[src/rtl/rot_tile_buf_if.sv]
// Stream and mode bundle of the rotating tile buffer.
// The master side (upstream/downstream logic) drives the I_* fields; the buffer drives the O_* fields.
interface rot_tile_buf_if #(
    parameter int PIX_W = 8
);
    logic [1:0]       I_RTB_DEGREES;
    logic             I_RTB_DIRECTION;
    logic             I_RTB_IN_VALID;
    logic [PIX_W-1:0] I_RTB_IN_DATA;
    logic             O_RTB_IN_READY;
    logic             O_RTB_OUT_VALID;
    logic [PIX_W-1:0] O_RTB_OUT_DATA;
    logic             O_RTB_OUT_LAST;
    logic             I_RTB_OUT_READY;
    logic             O_RTB_BUSY;
    logic             O_RTB_TILE_DONE;

    modport master (
        output I_RTB_DEGREES, I_RTB_DIRECTION, I_RTB_IN_VALID, I_RTB_IN_DATA, I_RTB_OUT_READY,
        input  O_RTB_IN_READY, O_RTB_OUT_VALID, O_RTB_OUT_DATA, O_RTB_OUT_LAST, O_RTB_BUSY,
               O_RTB_TILE_DONE
    );

    modport slave (
        input  I_RTB_DEGREES, I_RTB_DIRECTION, I_RTB_IN_VALID, I_RTB_IN_DATA, I_RTB_OUT_READY,
        output O_RTB_IN_READY, O_RTB_OUT_VALID, O_RTB_OUT_DATA, O_RTB_OUT_LAST, O_RTB_BUSY,
               O_RTB_TILE_DONE
    );
endinterface

[src/rtl/rot_tile_buf.sv]
// Ping-pong tile buffer: writes a TILE x TILE tile in raster order into one bank
// while the other bank is streamed out rotated by the angle latched at that tile's first pixel.
module rot_tile_buf #(
    parameter int PIX_W = 8,
    parameter int TILE  = 4
) (
    input  logic          I_RTB_HCLK,
    input  logic          I_RTB_RESET,
    rot_tile_buf_if.slave bus
);
    localparam int AW    = $clog2(TILE * TILE);
    localparam int HW    = $clog2(TILE);
    localparam int DEPTH = TILE * TILE;
    localparam logic [AW-1:0] LAST_IDX = AW'(DEPTH - 1);

    localparam logic [1:0] ST_IDLE   = 2'd0;
    localparam logic [1:0] ST_PRIME  = 2'd1;
    localparam logic [1:0] ST_STREAM = 2'd2;

    logic          wr_bank_reg;
    logic          rd_bank_reg;
    logic [1:0]    full_reg;
    logic [1:0]    full_next;
    logic [AW-1:0] wr_cnt_reg;
    logic [AW-1:0] rd_idx_reg;
    logic [1:0]    mode_reg [2];
    logic [1:0]    state_reg;
    logic          done_reg;

    logic          in_ready;
    logic          out_valid;
    logic          in_hs;
    logic          out_hs;
    logic          wr_last;
    logic          rd_last;
    logic          rd_en;
    logic [1:0]    eff;
    logic [1:0]    rd_mode;
    logic [AW-1:0] src_idx;
    logic [HW-1:0] oi;
    logic [HW-1:0] oj;
    logic [HW-1:0] sr;
    logic [HW-1:0] sc;
    logic [AW-1:0] rd_addr;
    logic [PIX_W-1:0] rd_data [2];

    // CCW by d is CW by (4-d) mod 4, which is just a 2-bit negate
    assign eff       = bus.I_RTB_DIRECTION ? 2'(2'd0 - bus.I_RTB_DEGREES) : bus.I_RTB_DEGREES;
    assign in_ready  = ~full_reg[wr_bank_reg];
    assign in_hs     = bus.I_RTB_IN_VALID & in_ready;
    assign wr_last   = (wr_cnt_reg == LAST_IDX);
    assign out_valid = (state_reg == ST_STREAM);
    assign out_hs    = out_valid & bus.I_RTB_OUT_READY;
    assign rd_last   = (rd_idx_reg == LAST_IDX);

    // Reads are issued once in PRIME and then only on an accepted beat, so stalls freeze the read register
    assign rd_en   = (state_reg == ST_PRIME) | (out_hs & ~rd_last);
    assign src_idx = (state_reg == ST_PRIME) ? '0 : rd_idx_reg + AW'(1);
    assign rd_mode = mode_reg[rd_bank_reg];
    assign oi      = src_idx[AW-1:HW];
    assign oj      = src_idx[HW-1:0];

    // TILE is a power of two, so T-1-x is the bitwise complement of x
    always_comb begin
        sr = oi;
        sc = oj;
        case (rd_mode)
            2'd1:    begin sr = ~oj; sc = oi;  end
            2'd2:    begin sr = ~oi; sc = ~oj; end
            2'd3:    begin sr = oj;  sc = ~oi; end
            default: begin sr = oi;  sc = oj;  end
        endcase
    end
    assign rd_addr = {sr, sc};

    always_comb begin
        full_next = full_reg;
        if (in_hs && wr_last) full_next[wr_bank_reg] = 1'b1;
        if (out_hs && rd_last) full_next[rd_bank_reg] = 1'b0;
    end

    always_ff @(posedge I_RTB_HCLK) begin
        if (I_RTB_RESET) begin
            wr_bank_reg <= 1'b0;
            wr_cnt_reg  <= '0;
            mode_reg[0] <= 2'd0;
            mode_reg[1] <= 2'd0;
            full_reg    <= 2'b00;
        end else begin
            full_reg <= full_next;
            if (in_hs) begin
                wr_cnt_reg <= wr_cnt_reg + AW'(1);
                if (wr_cnt_reg == '0) mode_reg[wr_bank_reg] <= eff;
                if (wr_last) wr_bank_reg <= ~wr_bank_reg;
            end
        end
    end

    always_ff @(posedge I_RTB_HCLK) begin
        if (I_RTB_RESET) begin
            state_reg   <= ST_IDLE;
            rd_bank_reg <= 1'b0;
            rd_idx_reg  <= '0;
            done_reg    <= 1'b0;
        end else begin
            done_reg <= 1'b0;
            case (state_reg)
                ST_IDLE: begin
                    if (full_reg[rd_bank_reg]) state_reg <= ST_PRIME;
                end
                ST_PRIME: begin
                    state_reg  <= ST_STREAM;
                    rd_idx_reg <= '0;
                end
                ST_STREAM: begin
                    if (out_hs) begin
                        if (rd_last) begin
                            state_reg   <= ST_IDLE;
                            rd_bank_reg <= ~rd_bank_reg;
                            rd_idx_reg  <= '0;
                            done_reg    <= 1'b1;
                        end else begin
                            rd_idx_reg <= rd_idx_reg + AW'(1);
                        end
                    end
                end
                default: state_reg <= ST_IDLE;
            endcase
        end
    end

    for (genvar gi = 0; gi < 2; gi++) begin : g_bank
        logic [PIX_W-1:0] mem [DEPTH];
        logic [PIX_W-1:0] q_reg;

        always_ff @(posedge I_RTB_HCLK) begin
            if (!I_RTB_RESET && in_hs && (wr_bank_reg == 1'(gi)))
                mem[wr_cnt_reg] <= bus.I_RTB_IN_DATA;
        end

        always_ff @(posedge I_RTB_HCLK) begin
            if (I_RTB_RESET)
                q_reg <= '0;
            else if (rd_en && (rd_bank_reg == 1'(gi)))
                q_reg <= mem[rd_addr];
        end

        assign rd_data[gi] = q_reg;
    end

    assign bus.O_RTB_IN_READY  = in_ready;
    assign bus.O_RTB_OUT_VALID = out_valid;
    assign bus.O_RTB_OUT_DATA  = rd_data[rd_bank_reg];
    assign bus.O_RTB_OUT_LAST  = out_valid & rd_last;
    assign bus.O_RTB_BUSY      = (|full_reg) | (wr_cnt_reg != '0) | (state_reg != ST_IDLE);
    assign bus.O_RTB_TILE_DONE = done_reg;
endmodule

[src/flat_wrapper.sv]
// flat-port wrapper written by rule: the top's interface ports become plain ports
module rot_tile_buf_flat 
#(
    parameter int PIX_W = 8,
    parameter int TILE  = 4
)
  (I_RTB_HCLK, I_RTB_RESET, bus_I_RTB_DEGREES, bus_I_RTB_DIRECTION, bus_I_RTB_IN_VALID, bus_I_RTB_IN_DATA, bus_I_RTB_OUT_READY, bus_O_RTB_IN_READY, bus_O_RTB_OUT_VALID, bus_O_RTB_OUT_DATA, bus_O_RTB_OUT_LAST, bus_O_RTB_BUSY, bus_O_RTB_TILE_DONE);
  rot_tile_buf_if #(.PIX_W(PIX_W)) bus_i ();
  input  logic I_RTB_HCLK;
  input  logic I_RTB_RESET;
  input wire logic [$bits(bus_i.I_RTB_DEGREES)-1:0] bus_I_RTB_DEGREES;
  input wire logic [$bits(bus_i.I_RTB_DIRECTION)-1:0] bus_I_RTB_DIRECTION;
  input wire logic [$bits(bus_i.I_RTB_IN_VALID)-1:0] bus_I_RTB_IN_VALID;
  input wire logic [$bits(bus_i.I_RTB_IN_DATA)-1:0] bus_I_RTB_IN_DATA;
  input wire logic [$bits(bus_i.I_RTB_OUT_READY)-1:0] bus_I_RTB_OUT_READY;
  output wire logic [$bits(bus_i.O_RTB_IN_READY)-1:0] bus_O_RTB_IN_READY;
  output wire logic [$bits(bus_i.O_RTB_OUT_VALID)-1:0] bus_O_RTB_OUT_VALID;
  output wire logic [$bits(bus_i.O_RTB_OUT_DATA)-1:0] bus_O_RTB_OUT_DATA;
  output wire logic [$bits(bus_i.O_RTB_OUT_LAST)-1:0] bus_O_RTB_OUT_LAST;
  output wire logic [$bits(bus_i.O_RTB_BUSY)-1:0] bus_O_RTB_BUSY;
  output wire logic [$bits(bus_i.O_RTB_TILE_DONE)-1:0] bus_O_RTB_TILE_DONE;
  assign bus_i.I_RTB_DEGREES = bus_I_RTB_DEGREES;
  assign bus_i.I_RTB_DIRECTION = bus_I_RTB_DIRECTION;
  assign bus_i.I_RTB_IN_VALID = bus_I_RTB_IN_VALID;
  assign bus_i.I_RTB_IN_DATA = bus_I_RTB_IN_DATA;
  assign bus_i.I_RTB_OUT_READY = bus_I_RTB_OUT_READY;
  assign bus_O_RTB_IN_READY = bus_i.O_RTB_IN_READY;
  assign bus_O_RTB_OUT_VALID = bus_i.O_RTB_OUT_VALID;
  assign bus_O_RTB_OUT_DATA = bus_i.O_RTB_OUT_DATA;
  assign bus_O_RTB_OUT_LAST = bus_i.O_RTB_OUT_LAST;
  assign bus_O_RTB_BUSY = bus_i.O_RTB_BUSY;
  assign bus_O_RTB_TILE_DONE = bus_i.O_RTB_TILE_DONE;
  rot_tile_buf #(.PIX_W(PIX_W), .TILE(TILE)) u_core (.I_RTB_HCLK(I_RTB_HCLK), .I_RTB_RESET(I_RTB_RESET), .bus(bus_i));
endmodule
[config.mk]
export PLATFORM = sky130hd
export DESIGN_NAME = rot_tile_buf_flat
export DESIGN_NICKNAME = d
export VERILOG_FILES = /design/src/rtl/rot_tile_buf_if.sv /design/src/rtl/rot_tile_buf.sv /design/src/flat_wrapper.sv
export SDC_FILE = /design/constraint.sdc
export NUM_CORES = 1
export LEC_CHECK = 0
export ABC_AREA = 1
export CORE_UTILIZATION = 50
export CTS_CLUSTER_SIZE = 25
export DETAILED_ROUTE_END_ITERATION = 6
export GPL_TIMING_DRIVEN = 0
export PLACE_DENSITY = 0.66
export REMOVE_ABC_BUFFERS = 1
export SETUP_SLACK_MARGIN = 0.5
export SLEW_MARGIN = 20
export SYNTH_ARGS = -nofsm -noshare
export SYNTH_HDL_FRONTEND = slang
export SYNTH_SLANG_ARGS = --single-unit
export TNS_END_PERCENT = 100
[constraint.sdc]
create_clock -name I_RTB_HCLK -period 6.7 [get_ports I_RTB_HCLK]
set_clock_uncertainty 0.15 [all_clocks]
set_input_delay 1.34 -clock I_RTB_HCLK [delete_from_list [all_inputs] [get_ports I_RTB_HCLK]]
set_output_delay 1.34 -clock I_RTB_HCLK [all_outputs]
set_load 0.05 [all_outputs]
Word-level counts from Yosys, hierarchy flattened
Memory sizes are Yosys's and may differ from the RTL's. A register that Yosys moved wholly into a read port is not among the register bits.
Index checks and enable logic that the tools add are counted.
{"block": "totals", "input_bits": 15, "elab_cells": 109, "out_inout_bits": 13, "memories": 3, "ff_bits": 15, "ramBits": 260}
{"memory": "u_core.g_bank[0].mem", "words": 16, "word_bits": 8, "read_ports": 1, "rd_ports_with_merged_regs": 1, "wr": 1, "line_no": "rot_tile_buf.sv:133", "text": "logic [PIX_W-1:0] mem [DEPTH];"}
{"memory": "u_core.g_bank[1].mem", "words": 16, "word_bits": 8, "read_ports": 1, "rd_ports_with_merged_regs": 1, "wr": 1, "line_no": "rot_tile_buf.sv:133"}
{"memory": "u_core.mode_reg", "words": 2, "word_bits": 2, "read_ports": 1, "rd_ports_with_merged_regs": 1, "wr": 2, "line_no": "rot_tile_buf.sv:26", "text": "logic [1:0] mode_reg [2];"}
{"block": "op_classes", "mux": 40, "eq_ne": 10, "order_cmp": 5, "addsub": 3, "n_reduce_logical": 22, "bitwise_logic": 19}
{"op": "two-way mux 8 bit", "n": 3}
{"op": "two-way mux 1 bit", "n": 21}
{"op": "case mux 2 bit (3 select lines)", "n": 3}
{"op": "two-way mux 2 bit", "n": 7}
{"op": "two-way mux 4 bit", "n": 3}
{"op": "logical AND 1 bit", "n": 9}
{"op": "adder 4 x 1 -> 4 bit, second input constant", "n": 2}
{"op": "equality test 4 bit, second input constant", "n": 2}
{"op": "case mux 4 bit (2 select lines)", "n": 1}
{"op": "equality test 2 bit, second input constant", "n": 3}
{"op": "NOT 1 bit", "n": 6}
{"op": "NOT 2 bit", "n": 3}
{"op": "AND reduction 3 bit", "n": 2}
{"op": "bitwise AND 1 bit", "n": 4}
{"op": "equality test 2 x 1 -> 1 bit, second input constant", "n": 2}
{"op": "logical NOT 4 bit", "n": 1}
{"op": "less-than comparator 1 x 2 -> 1 bit, second input constant", "n": 2}
{"op": "inequality test 2 bit, second input constant", "n": 2}
{"op": "AND reduction 2 bit", "n": 2}
{"op": "nonzero test 2 bit", "n": 2}
{"op": "nonzero test 4 bit", "n": 1}
{"op": "OR reduction 2 bit", "n": 2}
{"op": "bitwise OR 1 bit", "n": 3}
{"op": "OR reduction 3 bit", "n": 1}
{"op": "other kinds (10)", "n": 12}

Depth between registers and ports, before layout
Gate-level depths: netlist of run 1.
{"block": "logic_depth", "depth_word": 9, "mapped_depth": 18, "depth_no_buf": 17}

Worst setup path before layout of run 1
Ideal clock, no wire load.
{"block": "synth_timing", "kind": "register to output", "start": "register u_core.state_reg[1]", "end": "output port bus_O_RTB_OUT_LAST", "stages_incl_launch_ff": 5, "required_time_ps": 5210, "path_buffers": 0, "slack_ps": 2951, "arrival_ps": 2259, "cell_sequence": "dfxtp_1 -> inv_1 -> nor2_1 -> inv_1 -> nor3_1"}
{"block": "synth_via", "elab_chain_len": 2}
{"element": "start: declaration", "line_no": "rot_tile_buf.sv:27", "text": "logic [1:0] state_reg;"}
{"element": "start signal: assignment", "line_no": "rot_tile_buf.sv:101", "text": "state_reg <= ST_IDLE;"}
{"element": "start signal: assignment", "line_no": "rot_tile_buf.sv:109", "text": "if (full_reg[rd_bank_reg]) state_reg <= ST_PRIME;"}
{"element": "start signal: assignment", "line_no": "rot_tile_buf.sv:112", "text": "state_reg <= ST_STREAM;"}
{"element": "equality test 2 bit", "line_no": "rot_tile_buf.sv:52", "text": "assign out_valid = (state_reg == ST_STREAM);"}
{"element": "named net bus_O_RTB_OUT_VALID", "line_no": "flat_wrapper.sv:17", "text": "output wire logic [$bits(bus_i.O_RTB_OUT_VALID)-1:0] bus_O_RTB_OUT_VALID;"}
{"element": "bitwise AND 1 bit", "line_no": "rot_tile_buf.sv:154", "text": "assign bus.O_RTB_OUT_LAST = out_valid & rd_last;"}
{"element": "end: declaration", "line_no": "flat_wrapper.sv:19", "text": "output wire logic [$bits(bus_i.O_RTB_OUT_LAST)-1:0] bus_O_RTB_OUT_LAST;"}
The timed path passes the listed nets, and every way through them passes these cells.

Final worst setup path of run 1
{"block": "layout_timing", "start": "register u_core.rd_idx_reg[0]", "end": "register u_core.g_bank[1].q_reg[0] (read register of u_core.g_bank[1].mem)"}
{"block": "layout_via", "elab_chain_len": 5, "elab_cells_between_ends": 11, "classes_between": "add/sub (1); eq/ne (1); mux (3); bitwise (5); reduce/logical (1)"}
{"element": "start: declaration", "line_no": "rot_tile_buf.sv:25", "text": "logic [AW-1:0] rd_idx_reg;"}
{"element": "start signal: assignment", "line_no": "rot_tile_buf.sv:123", "text": "rd_idx_reg <= rd_idx_reg + AW'(1);"}
{"element": "branches (longest 5 deep; another with adder 4 x 1 -> 4 bit)"}
{"element": "end: declaration", "line_no": "rot_tile_buf.sv:134", "text": "logic [PIX_W-1:0] q_reg;"}
Parallel ways; which one is timed is not known.
A chain may end at the register's enable or synchronous reset.

==> metrics.md, run 1 <==
| Metric | Value |
|---|---|
| Cell area after synthesis | 12,690 um^2 |
| Starting Density | between 50% and 60% |
| Core area | 24,600 um^2 |
| Worst hold path class | register to register |
| Deepest clock path buffer count | 3 |
| Sink Count | around 290 |
| Setup slack at placement | 2.058 ns |
| Mapped Cells | between 1,000 and 1,500 |
| ANT cells | 0 |
| Design area | ~14,000 um^2 |
| H-tree depth | 1 |
| Number of core rows | 57 |
| Final net count | between 1,000 and 1,500 |
| CTS resizes | 0 |
| GRT overflow | 0 |
| Minimum clock period | 4.617 ns |
| Cts hold-fix bufs | 0 |
| Startpoint types | register |
| Tcrit/Tclk final | 68.91% |
| Vias in the first global route | 8,030 |
| Worst-margin pin slew | ~1.1 ns |
| Fin Setup TNS | 0 ns |
| Area share of the leading cell type in the synthesized netlist | 61.54% |
| Status | finished clean |
| Layout Cells excl Fill | around 1,600 |
| Yosys Warn Count | 0 |
| Via-to-Cell Ratio | 5.459 |
| DRT iter0 DRCs | 705 |
| Die area | approximately 26,000 um^2 |
| Gr usage total | 22.77% |
| Slew Viols, Final | 0 |
| Layout cells sized above 1 | under 10% |
| P_leak | roughly 5.3 nW |
| I/O pin cnt | 28 |
| Die Height | between 150 and 200 um |
| Setup bufs post-CTS | 0 |
| Area contributors post-synth | edfxtp_1 62%, nand2_1 12%, nand3_1 8.4% |
| First-pass GRT wire length | about 45,000 um |
| Post-synth cell types | 35 |
| Post-Place Cell Area | around 13,000 um^2 |
| Antenna Nets Post-Route | 0 |
| Initial antenna violation count | 0 |
| Worst-path clk slew | approximately 0.06 ns |
| Final hold vios | 0 |
| Final WS setup | 2.083 ns |
| Root buf cell | clkbuf_16 |
| Largest net degree at the start of global routing | 100 |
| Endpoints failing setup | 0 |
| TritonCTS Buffers | 29 |
| CP Capture Type | register |
| DPL Wire Length | approximately 17,000 um |
| Worst VDD drop | 0.1941 mV |
| Critical path data arrival time | 4.88 ns |
| Largest register FFs | 256 |
| Max Fclk | 216.6 MHz |
| Syn_area_per_cell | between 10 and 15 um^2 |
| Chip Width | between 150 and 200 um |
| Fillcell total | 2,110 |
| Most common cell after layout, fill and taps aside | nand2_1 |
| 1st-pass router iterations | 6 |
| Pwr per Cell Area | roughly 280 nW/um^2 |
| # DRC | 0 |
| WP data required | 6.96 ns |
| DP Cell Count | 1,526 |
| Critical path class | register to register |
| Final Wtd Congestion | around 0.86 |
| Total power | around 4 mW |
| RSZ-0062 raised after global routing | no |
| Area delta synth->final | 10.28% |
| Most frequent cells in the layout | 418 x nand2_1, 260 x edfxtp_1, 214 x nand3_1, 84 x inv_1, 41 x nor2_1 |
| Register bit count reported by yosys | 292 |
| Max-slew headroom | about a quarter |
| Skew-Pair Late Insertion Delay | roughly 0.53 ns |
| Vias | 8,615 |
| Sequential element share of the synthesized area | about 67% |
| Routed WL | around 29,000 um |
| I/O Buffers | 27 |
| Drt wl/cell | 18.55 um |
| CTS tree | yes |
| Synth area leader | edfxtp_1 |
| Worst-path fanout max | 63 |
| Max cap viols | 0 |
-- synth_stat cells (all sizes together) --
cell and number:
edfxtp 260, inv 89, or2 1, a21o 1
buf 50, nor3b 1, a31oi 1, o22ai 1
clkbuf 14, nor2 41, nor4 1, xor2 1
nand4 1, nand3 218, ha 5, a21oi 27
o21ai 13, nor3 14, mux2i 1, clkinv 1
nand3b 30, dfxtp 32, nand2 429
-- where the power goes --
group	total (mW)	internal (mW)	leakage (nW)	switching [mW]
combinational	0.385	0.0979	2.30	0.287
sequential	1.99	1.99	2.60	0.00278
clock	1.54	0.896	0.427	0.639
-- critical path: stages, from the launching register on --
cell and delay [ns]:
dfxtp_1 0.36, ha_1 0.26, nand2_1 0.15, nand3_2 0.10, nand2_1 0.08, nand3_2 0.83
nand2_4 1.10, inv_1 0.72, nand3_1 0.29, nand3_1 0.15, nand2_1 0.17, a21oi_1 0.07
-- area by class of cell --
class,count,area (um^2),share of cell area (%)
sequential,292,8448,60.38
clock inverter,7,80.08,0.5723
clock buffer,45,805.8,5.759
timing repair buffer,34,300.3,2.146
tap,324,405.4,2.898
multi-input combinational,786,3608,25.79
inverter,90,342.8,2.450
-- stage by stage --
stage	util [%]	hold WS (ns)
4_1_cts	56.91	0.3164
3_3_place_gp	52.91	0.3014
5_1_grt	56.86	0.3349
3_5_place_dp	53.31	0.3068
2_1_floorplan	-	0.2893
6_report	56.86	0.3170
-- worst paths after layout --
check / slack [ns] / to / cells past startpoint / startpoint
hold / removal: 0.32 / u_core.g_bank[1].q_reg[4] / 2 / u_core.g_bank[1].q_reg[4]
setup / recovery: 2.08 / u_core.g_bank[1].q_reg[0] / 11 / u_core.rd_idx_reg[0]
hold reg to reg: 0.32 / u_core.g_bank[1].q_reg[4] / 2 / u_core.g_bank[1].q_reg[4]
setup reg to reg: 2.08 / u_core.g_bank[1].q_reg[0] / 11 / u_core.rd_idx_reg[0]
-- cell families after synthesis --
kind of cell | after synthesis | synth area share (%)
and+or+nand+nor | 736 | 25.60
DFF | 292 | 66.59
buffers and inverters | 154 | 5.404
AOI/OAI and AO/OA | 43 | 1.765
muxes | 1 | 0.07890
adders and majority gates | 5 | 0.4931
xor gates and xnor gates | 1 | 0.06905
-- metal layers --
metal	vias up	GRT usage, %	share of wire [%]
met5	-	0	0
met4	0	6.389	2.8
met3	52	3.313	6.2
met2	246	38.48	48
met1	4157	30.73	43
li1	4160	-	-
Note: power is estimated with default switching activity, not from simulation.
==> inputs of run 2 (changes only) <==
--- a/config.mk
+++ b/config.mk
@@ -10,7 +10,7 @@
 export CTS_CLUSTER_SIZE = 25
 export DETAILED_ROUTE_END_ITERATION = 6
 export GPL_TIMING_DRIVEN = 0
-export PLACE_DENSITY = 0.66
+export PLACE_DENSITY = 0.69
 export REMOVE_ABC_BUFFERS = 1
 export SETUP_SLACK_MARGIN = 0.5
 export SLEW_MARGIN = 20
==> constraint.sdc (replaced) <==
create_clock -name I_RTB_HCLK -period 3.9 [get_ports I_RTB_HCLK]
set_clock_uncertainty 0.15 [all_clocks]
set_input_delay 0.78 -clock I_RTB_HCLK [delete_from_list [all_inputs] [get_ports I_RTB_HCLK]]
set_output_delay 0.78 -clock I_RTB_HCLK [all_outputs]
set_load 0.05 [all_outputs]
==> metrics.md, run 2 (same netlist as run 1, synthesis figures left out) <==
| Metric | Value |
|---|---|
| Worst Hold Path EP | u_core.g_bank[0].q_reg[7] |
| Vias in the first global route | 8,306 (+3.4%) |
| CP startpoint | u_core.rd_bank_reg |
| Max-slew headroom | 29.87% (+5.2 points) |
| Critical path data arrival time | 2.40 ns (-2.48 ns) |
| Worst-path clk slew | 0.06 ns (about the same) |
| Drt wl/cell | 20.48 um (+10%) |
| Worst hold start | u_core.g_bank[0].q_reg[7] |
| Sw Share | 24.12% (+0.36 points) |
| Max Fclk | between 300 and 400 MHz |
| Final net count | 1,262 (+0.72%) |
| TritonCTS Buffers | 29 (unchanged) |
| Worst hold path class | register to register |
| Vias | 9,038 (+4.9%) |
| Minimum clock period | about 3.3 ns |
| Fin Setup TNS | 0 ns (unchanged) |
| RSZ-0062 raised after global routing | yes |
| Final Wtd Congestion | 0.8499 (-0.87%) |
| First-pass GRT wire length | 48,260 um (+7.4%) |
| Total power | 7.308 mW (+87%) |
| Worst-margin pin slew | 1.049 ns (-0.07926 ns) |
| Initial antenna violation count | 0 (unchanged) |
| Largest register FFs | 256 (unchanged) |
| Max stage delay on crit path | 0.72 ns (-0.38 ns) |
| CP most frequent cell | nand2_1 |
| Tcrit/Tclk final | a little under nine tenths |
| I/O Buffers | 27 (unchanged) |
| Combinational share of power | 9.8% (about the same) |
| Root buf cell | clkbuf_16 |
| Buffers and inverters on the worst path | 3 (+2) |
| Most common cell after layout, fill and taps aside | nand2_1 |
| Gr usage total | 24.78% (+2.0 points) |
| Routed WL | 32,540 um (+11%) |
| Layout cells sized above 1 | 8.300% (+2.2 points) |
| 1st-pass router iterations | 5 (-1) |
| Skew-Pair Late Insertion Delay | 0.56 ns (+0.03 ns) |
| DPL Wire Length | 16,760 um (+0.44%) |
| Cell Chain, Critical Path | clkinvlp_4 -> buf_4 -> nand2_1 -> nand2_1 -> clkdlybuf4s50_1 |
| Worst VDD drop | 0.2600 mV (+34%) |
| Flop pwr share | 46.8% (-4.1 points) |
| H-tree depth | 1 (unchanged) |
| Slew Viols, Final | 0 (unchanged) |
| Endpoints failing setup | 0 (unchanged) |
| DRT iter0 DRCs | 1,047 (+49%) |
| Core area | 24,600 um^2 (unchanged) |
| Chip Width | 161.3 um (unchanged) |
| Largest net degree at the start of global routing | 69 (-31%) |
| CP Capture Type | output port |
| Psw | 1.763 mW (+90%) |
| R2r setup slk | 0.62 ns (-1.46 ns) |
| FF-to-FF path depth | 11 (unchanged) |
| Pwr per Cell Area | 510.3 nW/um^2 (+83%) |
| P_leak | 5.498 nW (+3.1%) |
| Critical path class | register to output port |
| Startpoint types | register |
| Deepest clock path buffer count | 3 (unchanged) |
| Antenna Nets Post-Route | 0 (unchanged) |
| Most frequent cells in the layout | 418 x nand2_1, 260 x edfxtp_1, 214 x nand3_1, 82 x inv_1, 39 x nor2_1 |
| Max cap viols | 0 (unchanged) |
| # DRC | 0 (unchanged) |
| End of the worst register-to-register path | u_core.g_bank[1].q_reg[1] |
| Final hold vios | 0 (unchanged) |
| Worst R2R Start | u_core.rd_idx_reg[0] |
| Clock share of power | 43.5% (+4.3 points) |
| ANT cells | 0 (unchanged) |
| Number of core rows | 57 (unchanged) |
| Starting Density | 51.56% (unchanged) |
| Power Internal | 5.545 mW (+86%) |
| Sink Count | 292 (unchanged) |
| Critical path depth | 5 (-6) |
| I/O pin cnt | 28 (unchanged) |
| Area delta synth->final | 12.87% |
| Cts hold-fix bufs | 0 (unchanged) |
| GRT overflow | 0 (unchanged) |
| Worst-path fanout max | 12 (-81%) |
| CTS tree | yes |
| Via-to-Cell Ratio | 5.688 (+4.2%) |
| Die area | 26,020 um^2 (unchanged) |
| Die Height | 161.3 um (unchanged) |
| CP top delay family | buffers and inverters |
| WP data required | 2.97 ns (-3.99 ns) |
| WHS Path Cells | 2 (unchanged) |
| CP max stage cell | clkdlybuf4s50_1 |
| Status | finished clean |
[run 2: cell types whose count changed in the layout (fill, tap and decap cells not counted), moves of 3 or more]
cell             previous run  this run
clkbuf_1                   14         2
bufinv_16                   2         9
clkinv_2                    1         6
clkinvlp_4                  0         5
clkdlybuf4s50_1            20        17
[run 2: repair_timing]
item | in CTS | in global routing
endpoints found under the setup margin | 17 | 29
pin swaps | 2 | 2
setup buffers | 0 | 4
resized for setup | 9 | 5
cloned | 4 | 3
[run 2: tightest hold or removal path, stage by stage (launching register included)]
cell and delay (ns):
dfxtp_1 0.31, nand2_1 0.06, a21oi_1 0.05
[run 2: worst max-delay path by stage]
stage | end | slack (ns)
finish | bus_O_RTB_OUT_DATA[1] | 0.57
global route | bus_O_RTB_OUT_DATA[4] | 0.48
CTS | u_core.g_bank[1].q_reg[7] | 0.52
detailed placement | u_core.g_bank[1].q_reg[0] | -0.71
global placement | u_core.g_bank[1].q_reg[1] | -1.52
floorplan | u_core.g_bank[1].q_reg[7] | 0.56
[run 2: through the flow]
stage                     instance area [um^2]  hold slack, ns  util (%)  std cells  setup WS [ns]
after floorplan                          12340          0.2893         -       1168         0.5594
after global placement                   13020          0.3016     52.91       1519         -1.523
after detailed placement                 13110          0.3061     53.28       1524        -0.7145
after CTS                                14270          0.3159     58.01       1582         0.5247
after global routing                     14320          0.3302     58.20       1589         0.4770
final                                    14320          0.3161     58.20       1589         0.5729
[run 2: area by class of cell]
class | count | area, um^2
fill | 2009 | 10280
sequential | 292 | 8448
multi-input combinational | 792 | 3699
clock buffer | 31 | 733.2
tap | 324 | 405.4
inverter | 90 | 362.8
clock inverter | 23 | 352.8
timing repair buffer | 36 | 311.5
timing repair inverter | 1 | 7.507
[run 2: metal layers]
layer  vias to the layer above  wire (um)  part of all wire (%)  global-route usage (%)
met4                         0       1008                   3.1                   7.719
met1                      4337      13310                    41                   34.13
met2                       430      15420                    47                   40.87
met5                         -          0                     0                       0
li1                       4193          -                     -                       -
met3                        78       2801                   8.6                   3.467
[run 2: power groups by stage]
stage	Combinational [mW]	Sequential (mW)	Clock, mW
2_1_floorplan	0.401	3.49	0
3_3_place_gp	0.651	3.49	0
3_5_place_dp	0.663	3.49	0
4_1_cts	0.691	3.42	3.20
5_1_grt	0.775	3.42	3.32
6_report	0.713	3.42	3.18
